### src/rtl/ov7670_pattern_gen.sv
// Synthetic OV7670 camera source: emits pclk/href/vsync and an RGB565 byte
// stream (high byte first) carrying one of four test patterns.
module ov7670_pattern_gen #(
    parameter int H_ACTIVE    = 320,
    parameter int V_ACTIVE    = 240,
    parameter int H_BLANK     = 144,
    parameter int VSYNC_LINES = 3,
    parameter int V_BACK      = 17,
    parameter int V_FRONT     = 10
) (
    input  logic       clk,
    input  logic       reset,
    input  logic       en,
    input  logic [1:0] pattern_sel,
    output logic       pclk_o,
    output logic       href,
    output logic       vsync,
    output logic [7:0] data,
    output logic       frame_done
);

    typedef enum logic [2:0] {
        S_IDLE,
        S_VSYNC,
        S_VBACK,
        S_ACTIVE,
        S_VFRONT
    } state_t;

    localparam int BAR_W = H_ACTIVE / 8;
    localparam logic [15:0] L_M1   = 16'(2 * H_ACTIVE + H_BLANK - 1);
    localparam logic [15:0] HB2    = 16'(2 * H_ACTIVE);
    localparam logic [15:0] BAR_M1 = 16'(BAR_W - 1);
    localparam logic [15:0] VS_M1  = 16'(VSYNC_LINES - 1);
    localparam logic [15:0] VB_M1  = 16'(V_BACK - 1);
    localparam logic [15:0] VA_M1  = 16'(V_ACTIVE - 1);
    localparam logic [15:0] VF_M1  = 16'(V_FRONT - 1);

    logic        phase_q;
    state_t      state_q, state_d;
    logic [15:0] byte_q, byte_d;
    logic [15:0] line_q, line_d;
    logic [1:0]  pat_q, pat_d;
    logic [15:0] bar_cnt_q, bar_cnt_d;
    logic [2:0]  bar_idx_q, bar_idx_d;
    logic        href_q, href_d;
    logic        vsync_q, vsync_d;
    logic [7:0]  data_q, data_d;
    logic        frame_done_q, done_d;
    logic [15:0] lines_m1;
    logic [15:0] pixel;
    logic [8:0]  x;
    logic [4:0]  v;

    assign pclk_o     = phase_q;
    assign href       = href_q;
    assign vsync      = vsync_q;
    assign data       = data_q;
    assign frame_done = frame_done_q;

    // Next byte position and frame state, applied only at byte boundaries
    always_comb begin
        state_d  = state_q;
        byte_d   = byte_q;
        line_d   = line_q;
        pat_d    = pat_q;
        done_d   = 1'b0;
        lines_m1 = '0;
        case (state_q)
            S_VSYNC:  lines_m1 = VS_M1;
            S_VBACK:  lines_m1 = VB_M1;
            S_ACTIVE: lines_m1 = VA_M1;
            S_VFRONT: lines_m1 = VF_M1;
            default:  lines_m1 = '0;
        endcase
        if (state_q == S_IDLE) begin
            if (en) begin
                state_d = S_VSYNC;
                pat_d   = pattern_sel;
                byte_d  = '0;
                line_d  = '0;
            end
        end else if (byte_q == L_M1) begin
            byte_d = '0;
            if (line_q == lines_m1) begin
                line_d = '0;
                case (state_q)
                    S_VSYNC:  state_d = S_VBACK;
                    S_VBACK:  state_d = S_ACTIVE;
                    S_ACTIVE: state_d = S_VFRONT;
                    S_VFRONT: begin
                        done_d = 1'b1;
                        if (en) begin
                            state_d = S_VSYNC;
                            pat_d   = pattern_sel;
                        end else begin
                            state_d = S_IDLE;
                        end
                    end
                    default:  state_d = S_IDLE;
                endcase
            end else begin
                line_d = line_q + 16'd1;
            end
        end else begin
            byte_d = byte_q + 16'd1;
        end
    end

    // Bar index tracks the next byte's pixel by counting pixels, avoiding a divide
    always_comb begin
        bar_cnt_d = bar_cnt_q;
        bar_idx_d = bar_idx_q;
        if (byte_d == 16'd0) begin
            bar_cnt_d = '0;
            bar_idx_d = '0;
        end else if (!byte_d[0] && (byte_d != byte_q)) begin
            if (bar_cnt_q == BAR_M1) begin
                bar_cnt_d = '0;
                bar_idx_d = bar_idx_q + 3'd1;
            end else begin
                bar_cnt_d = bar_cnt_q + 16'd1;
            end
        end
    end

    // Pixel and output bytes for the byte that starts at this boundary
    always_comb begin
        x = byte_d[9:1];
        v = x[8:4];
        pixel = 16'h0000;
        case (pat_q)
            2'd0: begin
                case (bar_idx_d)
                    3'd0:    pixel = 16'hFFFF;
                    3'd1:    pixel = 16'hFFE0;
                    3'd2:    pixel = 16'h07FF;
                    3'd3:    pixel = 16'h07E0;
                    3'd4:    pixel = 16'hF81F;
                    3'd5:    pixel = 16'hF800;
                    3'd6:    pixel = 16'h001F;
                    default: pixel = 16'h0000;
                endcase
            end
            2'd1:    pixel = {v, v, 1'b0, v};
            2'd2:    pixel = (x[4] ^ line_d[4]) ? 16'hFFFF : 16'h0000;
            default: pixel = 16'hF800;
        endcase
        href_d  = (state_d == S_ACTIVE) && (byte_d < HB2);
        vsync_d = (state_d == S_VSYNC);
        data_d  = href_d ? (byte_d[0] ? pixel[7:0] : pixel[15:8]) : 8'h00;
    end

    // Phase free-runs; everything else registers only on the 1->0 phase edge
    always_ff @(posedge clk) begin
        if (reset) begin
            phase_q      <= 1'b0;
            state_q      <= S_IDLE;
            byte_q       <= '0;
            line_q       <= '0;
            pat_q        <= '0;
            bar_cnt_q    <= '0;
            bar_idx_q    <= '0;
            href_q       <= 1'b0;
            vsync_q      <= 1'b0;
            data_q       <= 8'h00;
            frame_done_q <= 1'b0;
        end else begin
            phase_q      <= ~phase_q;
            frame_done_q <= 1'b0;
            if (phase_q) begin
                state_q      <= state_d;
                byte_q       <= byte_d;
                line_q       <= line_d;
                pat_q        <= pat_d;
                bar_cnt_q    <= bar_cnt_d;
                bar_idx_q    <= bar_idx_d;
                href_q       <= href_d;
                vsync_q      <= vsync_d;
                data_q       <= data_d;
                frame_done_q <= done_d;
            end
        end
    end

endmodule

### config.mk
export PLATFORM = sky130hd
export DESIGN_NAME = ov7670_pattern_gen
export DESIGN_NICKNAME = d
export VERILOG_FILES = /design/src/rtl/ov7670_pattern_gen.sv
export SDC_FILE = /design/constraint.sdc
export NUM_CORES = 1
export LEC_CHECK = 0
export ABC_AREA = 1
export CAP_MARGIN = 10
export CORE_ASPECT_RATIO = 2
export CORE_UTILIZATION = 57
export CTS_BUF_LIST = sky130_fd_sc_hd__clkbuf_2 sky130_fd_sc_hd__clkbuf_4 sky130_fd_sc_hd__clkbuf_8
export DETAILED_ROUTE_END_ITERATION = 8
export GPL_ROUTABILITY_DRIVEN = 0
export PLACE_DENSITY = 0.78
export REMOVE_ABC_BUFFERS = 1
export SLEW_MARGIN = 40
export SYNTH_ARGS = -nofsm -noshare
export SYNTH_HDL_FRONTEND = slang
export SYNTH_SLANG_ARGS = --single-unit
### constraint.sdc
create_clock -name clk -period 2.35 [get_ports clk]
set_clock_uncertainty 0.1 [all_clocks]
set_input_delay 0.3525 -clock clk [delete_from_list [all_inputs] [get_ports clk]]
set_output_delay 0.3525 -clock clk [all_outputs]
set_load 0.05 [all_outputs]
==> metrics, run 1 <==
clock tree sinks=between 60 and 70; Seq cells post-synth=68; FFs w/ async S/R, synth=0%; Worst End Pin Type=register input; largest net degree at the start of global routing=18; status=did not finish; critical endpoint after global-route timing repair=bar_cnt_q[6]$_SDFFE_PP0P_/D; area of the mapped netlist=~0.0045 mm2; Log Error=[ERROR GRT-0232] Routing congestion too high. Check the congestion heatmap in the GUI.; Stop stage=global routing (5_1_grt); maximum clock path buffer count=2; area leader, netlist=dfxtp_1; HPWL Detailed=approximately 11 mm; Hold Buf Count CTS=0; Avg Inst Size Synth=6.30 um2; PortBufs=16; CTS buffer count=9; die height=around 130 um; Top FF cell, synth=dfxtp_1; EDFF count, synth=0; top cells by area, synth=dfxtp_1 30%, nand2_1 16%, nand3_1 8.2%, nor2_1 7.6%, inv_1 6.6%; Initial Utilization=~59%; IO Pins=17; Die W=roughly 65 um; Root Buffer=clkbuf_8; placed inst area=0.00568 mm2; Cell variety after synth=41; overflow left after global routing=3; share of the synthesized area in the top cell type=30.4%; register area share after synthesis=around 30%; GRT Util Overall=roughly 64%; # H-tree levels=3; Post-Syn Instances=between 700 and 800; Synth Warn #=0; row count=45
cells by family after synthesis:
group | count (synthesis) | share of synthesized area [%]
adder cells (fa/ha/maj) | 4 | 1.12
XOR/XNOR | 11 | 2.15
buffers and inverters | 106 | 9.72
AO/OA/AOI/OAI | 83 | 11.3
flip-flops | 68 | 30.4
AND/OR/NAND/NOR | 439 | 45.3
per-stage QoR:
stage / worst slack, ps / utilization, % / std cells
2_1_floorplan: -309 / - / 694
3_3_place_gp: -375 / 74.7 / 937
3_5_place_dp: -442 / 74.7 / 937
4_1_cts: -163 / 82.6 / 962
synth_stat cells (2+ instances only):
| cell type | count |
|---|---|
| nand2_1 | 196 |
| nor2_1 | 91 |
| inv_1 | 79 |
| nand3_1 | 73 |
| dfxtp_1 | 68 |
| o21ai_0 | 30 |
| nand4_1 | 14 |
| a21oi_1 | 12 |
| nor3_1 | 12 |
| o32ai_1 | 12 |
| nor4_1 | 10 |
| o21ai_1 | 10 |
| nand3_2 | 9 |
| nand2_2 | 8 |
| xor2_1 | 8 |
| clkbuf_1 | 7 |
| inv_2 | 7 |
| nor3b_1 | 7 |
| o22ai_1 | 6 |
| nor2_2 | 5 |
| o211ai_1 | 5 |
| buf_2 | 4 |
| buf_4 | 4 |
| ha_1 | 4 |
| nor3_2 | 4 |
| nand2_4 | 3 |
| nor2_4 | 3 |
| xnor2_1 | 3 |
| buf_6 | 2 |
| clkinv_1 | 2 |
| nor3b_2 | 2 |
| o31ai_1 | 2 |
timing repair:
| item | CTS |
|---|---|
| endpoints found under the setup margin | 36 |
| pin swaps | 21 |
| gates resized for setup | 90 |
| buffers inserted | 7 |
| cloned | 2 |
routing by layer:
| metal | GRT overflow | global-route usage [%] |
|---|---|---|
| met5 | 0 | 0 |
| met4 | 1 | 68.0 |
| met3 | 0 | 34.5 |
| met2 | 2 | 89.8 |
| met1 | 0 | 62.4 |
==> run 2, diff against run 1 <==
--- a/config.mk
+++ b/config.mk
@@ -7,12 +7,10 @@
 export LEC_CHECK = 0
 export ABC_AREA = 1
 export CAP_MARGIN = 10
-export CORE_ASPECT_RATIO = 2
-export CORE_UTILIZATION = 57
-export CTS_BUF_LIST = sky130_fd_sc_hd__clkbuf_2 sky130_fd_sc_hd__clkbuf_4 sky130_fd_sc_hd__clkbuf_8
+export CORE_UTILIZATION = 40
 export DETAILED_ROUTE_END_ITERATION = 8
 export GPL_ROUTABILITY_DRIVEN = 0
-export PLACE_DENSITY = 0.78
+export PLACE_DENSITY_LB_ADDON = 0.15
 export REMOVE_ABC_BUFFERS = 1
 export SLEW_MARGIN = 40
 export SYNTH_ARGS = -nofsm -noshare
==> constraint.sdc (replaced) <==
create_clock -name clk -period 3.1 [get_ports clk]
set_clock_uncertainty 0.1 [all_clocks]
set_input_delay 0.465 -clock clk [delete_from_list [all_inputs] [get_ports clk]]
set_output_delay 0.465 -clock clk [all_outputs]
set_load 0.05 [all_outputs]
==> run 2 against run 1 <==
The flow now finishes without violations. Synthesized area did not move. Synthesized cell count stayed put.
==> metrics, run 2 <==
FFs w/ async S/R, synth=0%; maximum vdd ir drop=about 0.00024 V; critical-path cell list=ha_2 -> nand3_2 -> nor2_1 -> nand2_2 -> nand2_4 -> nor2_1 -> a21oi_1 -> nand3_1 -> nor3_2 -> nand3_2 -> nand2_2 -> nand2_2 -> inv_2 -> nand2_2 -> nand2_4 -> nor3b_1; Crit Path Category=reg -> reg; DR vias=approximately 4.7k; Lkg Pwr=a little over 0.002 uW; CP required=~3200 ps; status=completed; Slew headroom=about half; Die Area=about 0.012 mm2; vias per inst=around 5.3; Fin Hold WS=roughly 350 ps; commonest non-fill, non-tap cell in the layout=nand2_1; Psw=around 530 uW; DRC viols=0; PortBufs=16; dpl cells=between 800 and 900; CP max stage cell=dfxtp_1; area leader, netlist=dfxtp_1; maximum clock path buffer count=2; worst-margin pin slew=around 770 ps; WL final=around 12 mm; Post-Syn Instances=approximately 710; Slew Viols, Final=0; top cells by area, synth=dfxtp_1 30%, nand2_1 16%, nand3_1 8.2%, nor2_1 7.6%, inv_1 6.6%; IO Pins=17; CTS buffer count=9; final net count=~750; CTS tree=built; register area share after synthesis=a little under a third; worst hold path type=reg -> reg; Critical Path Max Stage Delay=about 430 ps; clk_lat worst skew=roughly 360 ps; Sequential Power Share=46.7%; Comb pwr share=approximately an eighth; DR iter-0 viols=between 300 and 400; Layout area overhead=12.7%; Synth Warn #=0; drt pass-1 iters=5; Die W=about 110 um; vias in the first global route=4194; CP most frequent cell=nand2_2; EDFF count, synth=0; row count=38; Root Buffer=clkbuf_8; met3 usage=3.21%; met2 GRT Util=about 34%; die height=approximately 110 um; RSZ-0062 raised after global routing=false; clock tree sinks=68; CP arrival=approximately 3000 ps; diode count=0; overflow left after global routing=0; layout cells sized above 1=between 10% and 20%; antenna violations before repair=0; Tcrit/Tclk final=92.7%; Avg Inst Size Synth=around 6.3 um2; GRT Util Overall=between 20% and 30%; Initial Utilization=41.1%; Pint=about 1400 uW; non-filler cells in the finished layout=a little under 900; most frequent cells in the layout=195 x nand2_1, 90 x nor2_1, 79 x inv_1, 73 x nand3_1, 68 x dfxtp_1; most frequent cells after synthesis=196 x nand2_1, 91 x nor2_1, 79 x inv_1, 73 x nand3_1, 68 x dfxtp_1; Hold Vio Cnt, Final=0; crit path capture type=flop; Seq cells post-synth=between 60 and 70; most common cell in the netlist=nand2_1; Peak Freq=roughly 350 MHz; Hold Buf Count CTS=0; Critical Path Fanout Max=14; share of the synthesized area in the top cell type=between 30 and 40%; Worst Slack Setup Final=around 230 ps; fin crit period=~2900 ps; HPWL Detailed=8.95 mm; post-route setup TNS=0 ps; # H-tree levels=3; # Max-Cap Violations=0; Place WS=between 100 and 150 ps; area of the mapped netlist=between 0.004 and 0.005 mm2; largest net degree at the start of global routing=21; core area=0.0109 mm2; switching share of power=between 20 and 30%; power per cell area=381 mW/mm2; met1 usage=29.6%; clock share of power=around two fifths; Final Setup Violations=0; post-route ant nets=0; busiest grt layer=met2; Startpoint Class=flop; Fill cells=between 1k and 1.5k; Largest regs=bar_cnt_q: 16 flops, byte_q: 16 flops, line_q: 16 flops; Worst-path clk slew=approximately 80 ps; Top FF cell, synth=dfxtp_1; Cell variety after synth=between 40 and 50; Routed WL per cell=13.6 um; first-pass GRT wire length=19.9 mm; post-layout util=roughly 46%
[run 2: worst paths after layout]
kind | start | endpoint | slack (ps) | depth (start not counted)
max | byte_q[1]$_SDFFE_PP0P_ | bar_cnt_q[7]$_SDFFE_PP0P_ | 230 | 16
min | data[2]$_SDFFE_PP0P_ | data[2]$_SDFFE_PP0P_ | 350 | 2
max reg2reg | byte_q[1]$_SDFFE_PP0P_ | bar_cnt_q[7]$_SDFFE_PP0P_ | 230 | 16
min reg2reg | data[2]$_SDFFE_PP0P_ | data[2]$_SDFFE_PP0P_ | 350 | 2
[run 2: final cells by class]
class	instances	area [um2]	share of cell area [%]
clock inverter	3	45.0	0.892
clock buffer	12	165	3.27
tap	140	175	3.47
multi-input combinational	537	2690	53.3
sequential	68	1360	27.0
timing repair buffer	31	273	5.40
inverter	89	337	6.67
[run 2: worst max-delay path, delay by kind of cell, from the launching register on]
kind	cells	cell delay [ps]
simple gates	13	1640
flops	1	430
fa+ha+maj	1	260
buf+inv	1	200
compound gates	1	110
[run 2: kinds of logic after synthesis]
group	count (synthesis)	synth area share [%]
DFF	68	30.4
adders and majority gates	4	1.12
AOI/OAI and AO/OA	83	11.3
xor gates and xnor gates	11	2.15
buffers and inverters	106	9.72
and+or+nand+nor	439	45.3
[run 2: stage by stage]
stage | total power [uW] | cell area, um2
global route | 2010 | 5050
detailed placement | 1150 | 4830
global placement | 1150 | 4830
floorplan | 1070 | 4380
CTS | 1940 | 5040
finish | 1920 | 5050
[run 2: what timing repair did]
| action | in CTS | in global routing |
|---|---|---|
| setup endpoints to repair | 0 | 15 |
| buffers inserted | 0 | 0 |
| gates resized for setup | 0 | 4 |
[run 2: power by group through the flow]
stage	registers, uW	clock network [uW]	logic, uW
2_1_floorplan	922	0	146
3_3_place_gp	919	0	234
3_5_place_dp	919	0	235
4_1_cts	898	807	235
5_1_grt	901	851	262
6_report	899	787	237
[run 2: per-layer routing]
layer / share of wire, % / vias to the layer above
li1: - / 2390
met1: 49 / 2164
met2: 45 / 109
met3: 4.3 / 20
met4: 2.4 / 0
met5: 0 / -
No activity file was read; power rests on OpenSTA's default activity.
